[config.mk]
export PLATFORM = sky130hd
export DESIGN_NAME = motor_ramp_ctrl_flat
export DESIGN_NICKNAME = d
export VERILOG_FILES = /design/src/rtl/motor_ramp_ctrl_if.sv /design/src/rtl/motor_ramp_ctrl.sv /design/src/flat_wrapper.sv
export SDC_FILE = /design/constraint.sdc
export NUM_CORES = 1
export LEC_CHECK = 0
export ABC_CLOCK_PERIOD_IN_PS = 9100
export CORE_UTILIZATION = 25
export CTS_CLUSTER_DIAMETER = 120
export DETAILED_ROUTE_END_ITERATION = 7
export GPL_TIMING_DRIVEN = 0
export SKIP_CTS_REPAIR_TIMING = 1
export SLEW_MARGIN = 15
export SYNTH_ARGS = -nofsm -noshare
export SYNTH_HDL_FRONTEND = slang
export SYNTH_SLANG_ARGS = --single-unit
[constraint.sdc]
create_clock -name c100MHz -period 9.1 [get_ports c100MHz]
set_input_delay 1.82 -clock c100MHz [delete_from_list [all_inputs] [get_ports c100MHz]]
set_output_delay 1.82 -clock c100MHz [all_outputs]
set_load 0.005 [all_outputs]
[src/rtl/motor_ramp_ctrl_if.sv]
// rtl/motor_ramp_ctrl_if.sv - command handshake bundle for motor_ramp_ctrl
//   cmd_valid : command offered by the master
//   cmd_ready : controller can accept a command this cycle
//   cmd_dir   : requested direction (00 backward, 01 left, 10 right, 11 forward)
//   cmd_speed : requested duty 0..1023
interface motor_ramp_ctrl_if;
    logic       cmd_valid;
    logic       cmd_ready;
    logic [1:0] cmd_dir;
    logic [9:0] cmd_speed;

    modport master (output cmd_valid, output cmd_dir, output cmd_speed, input cmd_ready);
    modport slave  (input cmd_valid, input cmd_dir, input cmd_speed, output cmd_ready);
endinterface

[src/rtl/motor_ramp_ctrl.sv]
// rtl/motor_ramp_ctrl.sv - motor speed/direction ramp controller with reversal dwell
//   c100MHz   : clock
//   rst_n     : asynchronous active-low reset
//   cmd       : command handshake (motor_ramp_ctrl_if.slave)
//   dir       : direction driven to the motor driver
//   speed     : duty driven to the motor driver
//   at_target : high while the controller is idle at its target
//   wdog_trip : command watchdog tripped (constant 0 unless MOTOR_RAMP_WDOG_EN is defined)
// Optional build macro: MOTOR_RAMP_WDOG_EN enables the command watchdog.
module motor_ramp_ctrl #(
    parameter int RAMP_DIV   = 100_000,
    parameter int RAMP_STEP  = 8,
    parameter int DEAD_TICKS = 50,
    parameter int WDOG_TICKS = 500
) (
    input  logic                 c100MHz,
    input  logic                 rst_n,
    motor_ramp_ctrl_if.slave     cmd,
    output logic [1:0]           dir,
    output logic [9:0]           speed,
    output logic                 at_target,
    output logic                 wdog_trip
);
    localparam int          PS_W   = (RAMP_DIV > 1) ? $clog2(RAMP_DIV) : 1;
    localparam int          DW_W   = (DEAD_TICKS > 0) ? $clog2(DEAD_TICKS + 1) : 1;
    localparam logic [10:0] STEP11 = 11'(RAMP_STEP);

    typedef enum logic [1:0] {ST_IDLE, ST_RAMP, ST_STOP, ST_DWELL} state_t;

    state_t           state, state_n;
    logic [PS_W-1:0]  ps_cnt;
    logic             tick;
    logic             rdy_q;
    logic             ready;
    logic             accept;
    logic [1:0]       tgt_dir, tgt_dir_n, dir_n;
    logic [9:0]       tgt_speed, tgt_speed_n, speed_n;
    logic [DW_W-1:0]  dwell_cnt, dwell_n;

    // One step toward tgt, computed at 11 bits so neither end can wrap.
    function automatic logic [9:0] ramp_to(input logic [9:0] cur, input logic [9:0] tgt);
        logic [10:0] up;
        logic [10:0] dn;
        logic [10:0] res;
        up = {1'b0, cur} + STEP11;
        if (up > 11'd1023) up = 11'd1023;
        dn = ({1'b0, cur} > STEP11) ? ({1'b0, cur} - STEP11) : 11'd0;
        if (cur < tgt)      res = (up > {1'b0, tgt}) ? {1'b0, tgt} : up;
        else if (cur > tgt) res = (dn < {1'b0, tgt}) ? {1'b0, tgt} : dn;
        else                res = {1'b0, cur};
        return res[9:0];
    endfunction

    assign tick      = (ps_cnt == PS_W'(RAMP_DIV - 1));
    // rdy_q keeps ready low while reset is held and rises on the first clock after release.
    assign ready     = rdy_q && (state != ST_DWELL);
    assign cmd.cmd_ready = ready;
    assign accept    = cmd.cmd_valid && ready;
    assign at_target = (state == ST_IDLE);

`ifdef MOTOR_RAMP_WDOG_EN
    localparam int WD_W = $clog2(WDOG_TICKS + 1);
    logic [WD_W-1:0] wdog_cnt, wdog_cnt_n;
    logic            wdog_q, wdog_n;
    assign wdog_trip = wdog_q;
`else
    assign wdog_trip = 1'b0;
`endif

    always_comb begin
        state_n     = state;
        speed_n     = speed;
        dir_n       = dir;
        tgt_dir_n   = tgt_dir;
        tgt_speed_n = tgt_speed;
        dwell_n     = dwell_cnt;
`ifdef MOTOR_RAMP_WDOG_EN
        wdog_cnt_n  = wdog_cnt;
        wdog_n      = wdog_q;
`endif
        case (state)
            ST_IDLE: ;
            ST_RAMP: begin
                if (speed == tgt_speed) state_n = ST_IDLE;
                else if (tick)          speed_n = ramp_to(speed, tgt_speed);
            end
            ST_STOP: begin
                if (speed == 10'd0) begin
                    state_n = ST_DWELL;
                    dwell_n = '0;
                end else if (tick) begin
                    speed_n = ramp_to(speed, 10'd0);
                end
            end
            ST_DWELL: begin
                speed_n = 10'd0;
                if (tick) begin
                    if (dwell_cnt == DW_W'(DEAD_TICKS - 1)) begin
                        // Only place dir ever changes, and speed is 0 here.
                        dir_n   = tgt_dir;
                        state_n = (tgt_speed == 10'd0) ? ST_IDLE : ST_RAMP;
                        dwell_n = '0;
                    end else begin
                        dwell_n = dwell_cnt + 1'b1;
                    end
                end
            end
            default: state_n = ST_IDLE;
        endcase

        // Acceptance wins over the tick; a coincident tick steps toward the new target.
        if (accept) begin
            tgt_dir_n   = cmd.cmd_dir;
            tgt_speed_n = cmd.cmd_speed;
            if (cmd.cmd_dir == dir) begin
                if (cmd.cmd_speed == speed) begin
                    state_n = ST_IDLE;
                end else begin
                    state_n = ST_RAMP;
                    if (tick) speed_n = ramp_to(speed, cmd.cmd_speed);
                end
            end else if (speed != 10'd0) begin
                state_n = ST_STOP;
                if (tick) speed_n = ramp_to(speed, 10'd0);
            end else begin
                state_n = ST_DWELL;
                speed_n = 10'd0;
                dwell_n = '0;
            end
        end

`ifdef MOTOR_RAMP_WDOG_EN
        if (accept) begin
            wdog_cnt_n = '0;
            wdog_n     = 1'b0;
        end else if (tick && !wdog_q) begin
            if (wdog_cnt == WD_W'(WDOG_TICKS - 1)) begin
                wdog_n      = 1'b1;
                tgt_speed_n = 10'd0;
                // A reversal in progress already heads to 0; leave STOP/DWELL to finish.
                if (state == ST_IDLE || state == ST_RAMP) state_n = ST_RAMP;
            end else begin
                wdog_cnt_n = wdog_cnt + 1'b1;
            end
        end
`endif
    end

    always_ff @(posedge c100MHz or negedge rst_n) begin
        if (!rst_n) begin
            state     <= ST_IDLE;
            ps_cnt    <= '0;
            rdy_q     <= 1'b0;
            dir       <= 2'b11;
            speed     <= 10'd0;
            tgt_dir   <= 2'b11;
            tgt_speed <= 10'd0;
            dwell_cnt <= '0;
        end else begin
            state     <= state_n;
            ps_cnt    <= tick ? '0 : ps_cnt + 1'b1;
            rdy_q     <= 1'b1;
            dir       <= dir_n;
            speed     <= speed_n;
            tgt_dir   <= tgt_dir_n;
            tgt_speed <= tgt_speed_n;
            dwell_cnt <= dwell_n;
        end
    end

`ifdef MOTOR_RAMP_WDOG_EN
    always_ff @(posedge c100MHz or negedge rst_n) begin
        if (!rst_n) begin
            wdog_cnt <= '0;
            wdog_q   <= 1'b0;
        end else begin
            wdog_cnt <= wdog_cnt_n;
            wdog_q   <= wdog_n;
        end
    end
`endif
endmodule

[src/flat_wrapper.sv]
// flat-port wrapper written by rule: the top's interface ports become plain ports
module motor_ramp_ctrl_flat 
#(
    parameter int RAMP_DIV   = 100_000,
    parameter int RAMP_STEP  = 8,
    parameter int DEAD_TICKS = 50,
    parameter int WDOG_TICKS = 500
)
  (c100MHz, rst_n, dir, speed, at_target, wdog_trip, cmd_cmd_valid, cmd_cmd_dir, cmd_cmd_speed, cmd_cmd_ready);
  motor_ramp_ctrl_if cmd_i ();
  input  logic c100MHz;
  input  logic rst_n;
  output logic [1:0] dir;
  output logic [9:0] speed;
  output logic at_target;
  output logic wdog_trip;
  input wire logic [$bits(cmd_i.cmd_valid)-1:0] cmd_cmd_valid;
  input wire logic [$bits(cmd_i.cmd_dir)-1:0] cmd_cmd_dir;
  input wire logic [$bits(cmd_i.cmd_speed)-1:0] cmd_cmd_speed;
  output wire logic [$bits(cmd_i.cmd_ready)-1:0] cmd_cmd_ready;
  assign cmd_i.cmd_valid = cmd_cmd_valid;
  assign cmd_i.cmd_dir = cmd_cmd_dir;
  assign cmd_i.cmd_speed = cmd_cmd_speed;
  assign cmd_cmd_ready = cmd_i.cmd_ready;
  motor_ramp_ctrl #(.RAMP_DIV(RAMP_DIV), .RAMP_STEP(RAMP_STEP), .DEAD_TICKS(DEAD_TICKS), .WDOG_TICKS(WDOG_TICKS)) u_core (.c100MHz(c100MHz), .rst_n(rst_n), .cmd(cmd_i), .dir(dir), .speed(speed), .at_target(at_target), .wdog_trip(wdog_trip));
endmodule
==> results of run 1 <==
flip-flops by register name (all words and copies together) (netlist names):
signal,cells
u_core.speed,10
u_core.rdy_q,1
u_core.dir,2
u_core.ps_cnt,17
u_core.dwell_cnt,6
u_core.tgt_dir,2
u_core.state,2
u_core.tgt_speed,10
Yosys cell counts (all sizes together), types with 5 or more instances:
cell type   n
o21ai      46
or2         6
nor2       63
or4         7
a21o        7
ha         64
buf        10
nand3      25
a221oi      5
dfrtp      46
nand4      20
nor2b       9
inv        33
nor4        7
xnor2      10
mux2i       5
o221ai      5
a21oi      45
clkbuf      9
or3         9
nand2      64
nor3       21
xor2        9
nand2b      9
and3        6
a211oi     10
o21a       10
and2        9
final timing paths:
path / start / slack (ns) / endpoint / cells past startpoint
setup / recovery: u_core.speed[3] / 3.61 / u_core.speed[9] / 15
hold / removal: u_core.tgt_dir[0] / 0.46 / u_core.tgt_dir[0] / 2
setup reg to reg: u_core.speed[3] / 3.61 / u_core.speed[9] / 15
hold reg to reg: u_core.tgt_dir[0] / 0.46 / u_core.tgt_dir[0] / 2
max in group asynchronous: rst_n / 7.08 / u_core.tgt_speed[9] / 1
min in group asynchronous: rst_n / 1.56 / u_core.ps_cnt[9] / 1
layer usage:
layer	part of all wire	global-route usage	vias up
met5	0	0	-
met4	0.036	0.0814	0
met3	0.079	0.0228	46
met2	0.44	0.270	261
met1	0.45	0.241	2457
li1	-	-	2416
critical path, stage by stage (launching register included):
cell and delay (ns):
sky130_fd_sc_hd__dfrtp_1 0.54, sky130_fd_sc_hd__clkbuf_1 0.39, sky130_fd_sc_hd__inv_1 0.15, sky130_fd_sc_hd__ha_1 0.29
sky130_fd_sc_hd__or4b_1 0.33, sky130_fd_sc_hd__nor2_1 0.20, sky130_fd_sc_hd__nor3_1 1.03, sky130_fd_sc_hd__ha_1 0.44
sky130_fd_sc_hd__nand4_1 0.15, sky130_fd_sc_hd__a2111oi_0 0.10, sky130_fd_sc_hd__o41ai_2 0.57, sky130_fd_sc_hd__a21boi_2 0.14
sky130_fd_sc_hd__nor2_1 0.39, sky130_fd_sc_hd__a221oi_1 0.17, sky130_fd_sc_hd__a211oi_1 0.34, sky130_fd_sc_hd__o22a_1 0.18
power groups by stage:
stage               clock (uW)  sequential, uW  combinational (uW)
floorplan                    0             273                 178
global placement             0             283                 253
detailed placement           0             284                 254
CTS                        211             280                 256
global route               221             283                 294
finish                     207             280                 258
per-stage QoR:
| step | instance area (um2) | total power [uW] | setup slack, ns |
|---|---|---|---|
| after global placement | 5670 | 536 | 3.80 |
| final | 5830 | 745 | 3.61 |
| after global routing | 5830 | 798 | 3.44 |
| after floorplan | 5060 | 452 | 5.05 |
| after detailed placement | 5670 | 538 | 3.82 |
| after CTS | 5830 | 746 | 3.77 |
cell type report:
type                    count  share of cell area
plain buffers              19              0.0159
clock buffers               7              0.0262
clock inverters             1             0.00150
inverters                  33              0.0213
multi-input cells         529               0.615
flip-flops and latches     50               0.216
well taps                 265              0.0569
repair buffers             28              0.0477
kinds of logic after synthesis:
kind of cell,synth area share
adders and majority gates,0.158
and+or+nand+nor,0.269
buffers and inverters,0.0428
muxes,0.0168
AOI/OAI and AO/OA,0.230
DFF,0.248
other,0.00148
xor gates and xnor gates,0.0329
==> run metrics, run 1 <==
maximum number of pins on one net before global-route repair=51; # IOs=30; count of maximum capacitance violations=0; worst-margin pin slew=1.25 ns; logic gate share of total power=0.347; post-route clock period utilization=0.603; first-pass GRT wire length=27400 um; clock skew after layout=0.00786 ns; fraction of power spent switching nets=0.380; routed len/inst=18.8 um; most common flop cell mapped by yosys=sky130_fd_sc_hd__dfrtp_1; total DRC errors in the routed layout=0; area added between synthesis and finish=15.2%; clock power share=0.277; via count=5180; endpoints failing setup=0; worst supply voltage drop on vdd=0.109 mV; Worst Setup Start Kind=flip-flop; vias in the first global route=4914; NumNets Final=745; residual antenna-violating net count after detailed routing=0; clock-pin slew reported for the worst setup and hold paths after clock tree synthesis=0.07 ns; Gate Count Post-Synth=631; Syn Area/Cell=8.01 um2; cell type contributing the most total cell area after synthesis=sky130_fd_sc_hd__dfrtp_1; run status=finished, final reports clean; timing-limited maximum frequency=182 MHz; Cell variety after synth=77; RSZ-0062 raised after global routing=no; required time of the critical path=9.34 ns; warnings from Yosys=0; count of flip-flops with a built-in enable after synthesis=0; routed wire length=17500 um; non-filler cells in the finished layout=932; Critical Setup Path Class=flip-flop to flip-flop; sink count of the clock tree=50; syn nets=710; H-tree levels=2; Sequential Power Share=0.376; register area=1260 um2; Pwr Density=128 nW/um2; Max-slew headroom=0.162; DP Wirelength=13400 um; nature of the critical path endpoint=flip-flop; number of instances in the placed design=924; total die area=20800 um2; cell area after technology mapping=5060 um2; sequential element share of the synthesized area=0.248; cell internal pwr=462 uW; clock latency reported for the late side of the worst-skew pair=0.30 ns; final standard cell utilization of the core=0.297; proportion of synthesized flip-flops having asynchronous set or reset=1.00; buffer levels on the longest clock path=2; clock tree root driver cell=sky130_fd_sc_hd__clkbuf_16; TritonCTS clock tree=done; overall routing resource usage=0.175; hold_ws=0.459 ns; total area of multi-input combinational cells=3580 um2; # diodes=0; layout filler cell count=2174; final hold vios=0; DRT Pass-1 Iters=5; share of final-layout standard cells stronger than drive strength 1=0.0720; number of synthesized register bits=50; Sw Pwr=283 uW; DIE WIDTH=144 um; setup TNS=0 ns; Final min period=5.49 ns; effective utilization at floorplan=0.257; weighted congestion at the end of routability-driven global placement=0.961; WP data arrival=5.73 ns; static power due to leakage=0.00259 uW; number of placement rows=51; aggregate global routing overflow=0; area share of the largest cell type after synthesis=0.228; Max Slew Vio Count=0; class of the tightest hold or removal check=flip-flop to flip-flop; Core Area=19700 um2; DRC marker count from the first detailed-route iteration=665; commonest cells after routing, fill and taps aside=sky130_fd_sc_hd__nand2_1 (64), sky130_fd_sc_hd__ha_1 (64), sky130_fd_sc_hd__nor2_1 (63); height of the die=144 um; input/output buffers=28; initial antenna violation count=0; leading post-synthesis cells by cell area=sky130_fd_sc_hd__dfrtp_1 (23%), sky130_fd_sc_hd__ha_1 (16%), sky130_fd_sc_hd__nand2_1 (4.8%); highest fanout seen on the critical path=10; mean number of vias per cell=5.56; total CTS buffers=5
(Power assumes the default switching activity.)
==> run 2: changes to the inputs <==
ABC_CLOCK_PERIOD_IN_PS = 4420   (was 9100)
clock period = 4.42 ns   (was 9.1 ns; I/O delays follow)
==> run 2 against run 1 <==
Compared with the run above:
- first-iteration DRC count down 13%
- worst hold slack about the same
- setup slack worse by 3.5 ns
- critical path depth up 4
- die area unchanged
- clock-buffer cell count unchanged
- global-route usage about the same
- design area up 3.2%
- critical path type unchanged
- critical endpoint is now u_core.speed[4]
- largest power group unchanged
==> run metrics, run 2 (synthesis gave the netlist of run 1 again) <==
total power=1540 uW (+110%); nature of the critical path endpoint=flip-flop; run status=finished, final reports clean; finished layout cell area=6020 um2 (+3.2%); routed wire length=17700 um (+1.3%); Max Slew Vio Count=0 (unchanged); effective utilization at floorplan=0.257 (unchanged); height of the die=144 um (unchanged); commonest cells after routing, fill and taps aside=sky130_fd_sc_hd__nand2_1 (64), sky130_fd_sc_hd__ha_1 (63), sky130_fd_sc_hd__nor2_1 (59); overall routing resource usage=0.175 (+0.000284); WP data arrival=4.52 ns (-1.21 ns); Critical Setup Path Class=flip-flop to flip-flop; logic gate share of total power=0.348 (about the same); leading cell type in the layout, fill and taps excluded=sky130_fd_sc_hd__nand2_1; worst-margin pin slew=0.730 ns (-0.517 ns); required time of the critical path=4.63 ns (-4.71 ns); total area of multi-input combinational cells=3710 um2 (+3.5%); final hold vios=0 (unchanged); area added between synthesis and finish=19.0%; clock latency reported for the late side of the worst-skew pair=0.30 ns (about the same); clock skew after layout=0.00806 ns (+0.000198 ns); Final min period=4.31 ns (-1.18 ns); worst supply voltage drop on vdd=0.225 mV (+110%); share of final-layout standard cells stronger than drive strength 1=0.114 (+0.0423); setup TNS=0 ns (unchanged); # IOs=30 (unchanged); routed len/inst=18.9 um (+0.59%); total DRC errors in the routed layout=0 (unchanged); Sequential Power Share=0.375 (about the same); via count=5134 (-0.89%); weighted congestion at the end of routability-driven global placement=0.961 (unchanged); fraction of power spent switching nets=0.381 (+0.000964); mean number of vias per cell=5.47 (-1.6%); total CTS buffers=5 (unchanged); ordered list of cells on the worst path=buf_2, inv_1, ha_2, or4b_4, nor2_4, nor2_1, o21ai_1, inv_1, ha_1, a211oi_1, o21ai_0, o41ai_2, buf_4, a21boi_4, buf_6, nor2b_1, a221oi_1, o21ai_0, nor2_1; cell at the slowest stage of the critical path=sky130_fd_sc_hd__or4b_4; DIE WIDTH=144 um (unchanged); number of placement rows=51 (unchanged); cell internal pwr=952 uW (+110%); H-tree levels=2 (unchanged); clock tree root driver cell=sky130_fd_sc_hd__clkbuf_16; flip-flop count of the largest register after layout=17 (unchanged); delay of the slowest cell on the worst path=0.54 ns (-0.49 ns); DRC marker count from the first detailed-route iteration=576 (-13%); # diodes=0 (unchanged); register area=1260 um2 (+0.50%); register with the most flip-flops=u_core.ps_cnt; Worst Setup Start Kind=flip-flop; vias in the first global route=4904 (-0.20%); DP Wirelength=13400 um (unchanged); maximum number of pins on one net before global-route repair=51 (unchanged); class of the tightest hold or removal check=flip-flop to flip-flop; Pwr Density=255 nW/um2 (+100%); highest fanout seen on the critical path=10 (unchanged); count of maximum capacitance violations=0 (unchanged); post-route clock period utilization=0.975 (+0.371); Core Area=19700 um2 (unchanged); sink count of the clock tree=50 (unchanged); NumNets Final=752 (+0.94%); input/output buffers=28 (unchanged); clock-pin slew reported for the worst setup and hold paths after clock tree synthesis=0.07 ns (about the same); instance area after placement=5670 um2 (unchanged); Sw Pwr=585 uW (+110%); total die area=20800 um2 (unchanged); first-pass GRT wire length=27500 um (+0.18%); initial antenna violation count=0 (unchanged); layout filler cell count=2157 (-0.78%); DRT Pass-1 Iters=6 (+1); clock power share=0.277 (about the same); largest registers=u_core.ps_cnt (17), u_core.speed (10), u_core.tgt_speed (10); endpoints failing setup=0 (unchanged); Max-slew headroom=0.510 (+0.348); timing-limited maximum frequency=232 MHz (+27%); TritonCTS clock tree=done; static power due to leakage=0.00264 uW (+1.8%); buffer levels on the longest clock path=2 (unchanged); aggregate global routing overflow=0 (unchanged); residual antenna-violating net count after detailed routing=0 (unchanged)
run 2: cell types whose count changed in the layout (fill, tap and decap cells not counted), moves of 3 or more:
| cell | before | now |
|---|---|---|
| sky130_fd_sc_hd__dfrtp_1 | 46 | 41 |
| sky130_fd_sc_hd__nor2_1 | 63 | 59 |
| sky130_fd_sc_hd__buf_4 | 2 | 10 |
| sky130_fd_sc_hd__nor2_2 | 0 | 3 |
| sky130_fd_sc_hd__dfrtp_2 | 0 | 5 |
run 2: power groups by stage:
stage                     logic (uW)  registers, uW  clock network (uW)
after global routing             606            582                 455
after global placement           521            582                   0
after floorplan                  367            563                   0
after CTS                        526            576                 434
after detailed placement         523            584                   0
final                            535            577                 425
run 2: per-layer routing:
metal | vias up | wire (um) | GRT usage
met5 | - | 0 | 0
met4 | 0 | 697 | 0.0837
met3 | 53 | 1360 | 0.0238
met2 | 235 | 7690 | 0.268
met1 | 2412 | 8010 | 0.241
li1 | 2434 | - | -
run 2: final cells by class:
class,instances,share of cell area
Buffer,19,0.0160
Timing Repair Buffer,35,0.0549
Tap cell,265,0.0551
Clock buffer,7,0.0254
Sequential cell,50,0.210
Multi-Input combinational cell,529,0.617
Clock inverter,1,0.00146
Inverter,33,0.0206
run 2: worst max-delay path: cells and delay by family (launching register included):
family	cells	cell delay, ns
AO/OA/AOI/OAI	7	1.41
AND/OR/NAND/NOR	5	1.11
buffers and inverters	5	0.80
adder cells (fa/ha/maj)	2	0.45
flip-flops	1	0.42
run 2: metrics by stage:
stage / hold WS [ns] / util / cells / setup WS [ns]
3_3_place_gp: 0.449 / 0.288 / 924 / -0.882
4_1_cts: 0.463 / 0.297 / 932 / -0.908
2_1_floorplan: 0.433 / - / 631 / 0.366
3_5_place_dp: 0.451 / 0.288 / 924 / -0.860
5_1_grt: 0.496 / 0.306 / 939 / -0.0396
6_report: 0.460 / 0.306 / 939 / 0.112
run 2: final timing paths:
path | from | end | slack, ns | depth (start not counted)
min in group asynchronous | rst_n | u_core.ps_cnt[9] | 0.62 | 1
setup / recovery | u_core.speed[3] | u_core.speed[4] | 0.11 | 19
max in group asynchronous | rst_n | u_core.speed[5] | 3.31 | 1
hold reg to reg | u_core.tgt_dir[0] | u_core.tgt_dir[0] | 0.46 | 2
hold / removal | u_core.tgt_dir[0] | u_core.tgt_dir[0] | 0.46 | 2
setup reg to reg | u_core.speed[3] | u_core.speed[4] | 0.11 | 19
==> run 3: changes to the inputs <==
MAX_ROUTING_LAYER = met4   (was not set)
SKIP_LAST_GASP = 1   (was not set)
==> run 3 against run 2 <==
Compared with the run above:
- sequential cell count stayed put
- global-route usage is 0.38 points higher
- clock power decreased by 4%
- largest cell class unchanged
==> run metrics, run 3 (synthesis gave the netlist of run 1 again) <==
run status=finished, final reports clean; Final min period=4.32 ns (+0.0106 ns); DIE WIDTH=144 um (unchanged); leading cell type in the layout, fill and taps excluded=sky130_fd_sc_hd__nand2_1; weighted congestion at the end of routability-driven global placement=0.972 (+1.1%); H-tree levels=2 (unchanged); sink count of the clock tree=50 (unchanged); number of instances in the placed design=924 (unchanged); WP data arrival=4.54 ns (+0.02 ns); ordered list of cells on the worst path=nand3_1, a2111oi_4, o2bb2ai_1, a21oi_4, or2_2, ha_1, and3b_1, a211oi_1, o21ai_1, a211oi_2, buf_6, nor2_2, a222oi_1, o22ai_1, nor2_1; DRT Pass-1 Iters=6 (unchanged); non-filler cells in the finished layout=945 (+0.64%); height of the die=144 um (unchanged); instance area after placement=5670 um2 (unchanged); TritonCTS clock tree=done; post-route clock period utilization=0.977 (+0.00239); static power due to leakage=0.00266 uW (+0.84%); number of cells traversed by the worst hold path=2 (unchanged); r2r worst-path depth=15 (-4); initial antenna violation count=0 (unchanged); DP Wirelength=13300 um (-0.57%); finished layout cell area=6050 um2 (+0.52%); Pwr Density=251 nW/um2 (-1.8%); mean number of vias per cell=5.41 (-1.0%); Critical Setup Path Class=flip-flop to flip-flop; clock skew after layout=0.0148 ns (+0.00676 ns); overall routing resource usage=0.179 (+0.00376); # IOs=30 (unchanged); final hold vios=0 (unchanged); number of placement rows=51 (unchanged); layout filler cell count=2137 (-0.93%); vias in the first global route=4817 (-1.8%); setup TNS=0 ns (unchanged); DRC marker count from the first detailed-route iteration=587 (+1.9%); largest registers=u_core.ps_cnt (17), u_core.speed (10), u_core.tgt_speed (10); clock tree root driver cell=sky130_fd_sc_hd__clkbuf_16; delay of the slowest cell on the worst path=0.77 ns (+0.23 ns); share of final-layout standard cells stronger than drive strength 1=0.125 (+0.0108); critical path depth=15 (-4); register with the most flip-flops=u_core.ps_cnt; Max-slew headroom=0.496 (-0.0146); # diodes=0 (unchanged); commonest cells after routing, fill and taps aside=sky130_fd_sc_hd__nand2_1 (64), sky130_fd_sc_hd__ha_1 (63), sky130_fd_sc_hd__nor2_1 (59); maximum number of pins on one net before global-route repair=51 (unchanged); worst-margin pin slew=0.750 ns (+0.0197 ns); area added between synthesis and finish=19.6%; residual antenna-violating net count after detailed routing=0 (unchanged); class of the tightest hold or removal check=flip-flop to flip-flop; required time of the critical path=4.64 ns (about the same); Core Area=19700 um2 (unchanged); aggregate global routing overflow=0 (unchanged); total power=1520 uW (-1.3%); clock latency reported for the late side of the worst-skew pair=0.31 ns (about the same); cell at the slowest stage of the critical path=sky130_fd_sc_hd__dfrtp_1; total die area=20800 um2 (unchanged); highest fanout seen on the critical path=11 (+1); routed len/inst=18.7 um (-1.2%); total buffers and inverters traversed by the critical path=1 (-4); flip-flop count of the largest register after layout=17 (unchanged); Max Slew Vio Count=0 (unchanged); timing-limited maximum frequency=232 MHz (-0.24%); routed wire length=17600 um (-0.60%); total CTS buffers=5 (unchanged); input/output buffers=28 (unchanged); CP top delay family=compound AO/OA/AOI/OAI gates; Worst Setup Start Kind=flip-flop; first-pass GRT wire length=27200 um (-0.80%); worst supply voltage drop on vdd=0.192 mV (-15%); nature of the critical path endpoint=flip-flop; clock-pin slew reported for the worst setup and hold paths after clock tree synthesis=0.08 ns (about the same); via count=5113 (-0.41%); total DRC errors in the routed layout=0 (unchanged); final standard cell utilization of the core=0.308 (+0.00159); buffer levels on the longest clock path=2 (unchanged); total area of multi-input combinational cells=3710 um2 (unchanged); count of maximum capacitance violations=0 (unchanged); endpoints failing setup=0 (unchanged); register area=1260 um2 (about the same); effective utilization at floorplan=0.257 (unchanged); NumNets Final=758 (+0.80%)
-- run 3: cell types whose count changed in the layout (fill, tap and decap cells not counted), sizes merged --
cell and change:
inv +1, clkbuf -1, buf +6
-- run 3: routing by layer --
metal / track usage / wire [um] / part of all wire
met3: 0.0248 / 1460 / 0.083
met4: 0.0720 / 669 / 0.038
met2: 0.272 / 7690 / 0.44
met1: 0.238 / 7820 / 0.44
met5: - / 0 / 0
-- run 3: tightest hold or removal path, cell delays in order (launching register included) --
cell and delay, ns:
sky130_fd_sc_hd__dfstp_2 0.37, sky130_fd_sc_hd__nand2_1 0.05, sky130_fd_sc_hd__nand2_1 0.05
-- run 3: path summary, 6_finish.rpt --
check                             startpoint                 to  slack (ns)
min reg2reg                u_core.tgt_dir[0]  u_core.tgt_dir[0]        0.46
max                          u_core.speed[2]    u_core.speed[7]        0.10
min                        u_core.tgt_dir[0]  u_core.tgt_dir[0]        0.46
min in group asynchronous              rst_n    u_core.speed[3]        0.61
max in group asynchronous              rst_n    u_core.speed[5]        3.32
max reg2reg                  u_core.speed[2]    u_core.speed[7]        0.10
-- run 3: through the flow --
stage | setup WS (ns) | hold slack [ns]
finish | 0.101 | 0.460
global route | -0.0453 | 0.488
CTS | -0.835 | 0.462
detailed placement | -0.806 | 0.450
global placement | -0.824 | 0.449
floorplan | 0.366 | 0.433
-- run 3: final cells by class --
| type | instances | area share |
|---|---|---|
| multi-input cells | 529 | 0.613 |
| inverters | 33 | 0.0205 |
| flip-flops and latches | 50 | 0.209 |
| clock inverters | 2 | 0.00228 |
| repair buffers | 41 | 0.0621 |
| clock buffers | 6 | 0.0213 |
| plain buffers | 19 | 0.0166 |
| well taps | 265 | 0.0548 |
-- run 3: where the power goes --
part	switching, uW	total [uW]	internal, uW	leakage [uW]
combinational	333	524	190	0.00196
sequential	67.1	587	520	0.000631
clock	195	407	212	0.0000712
total	595	1520	923	0.00266
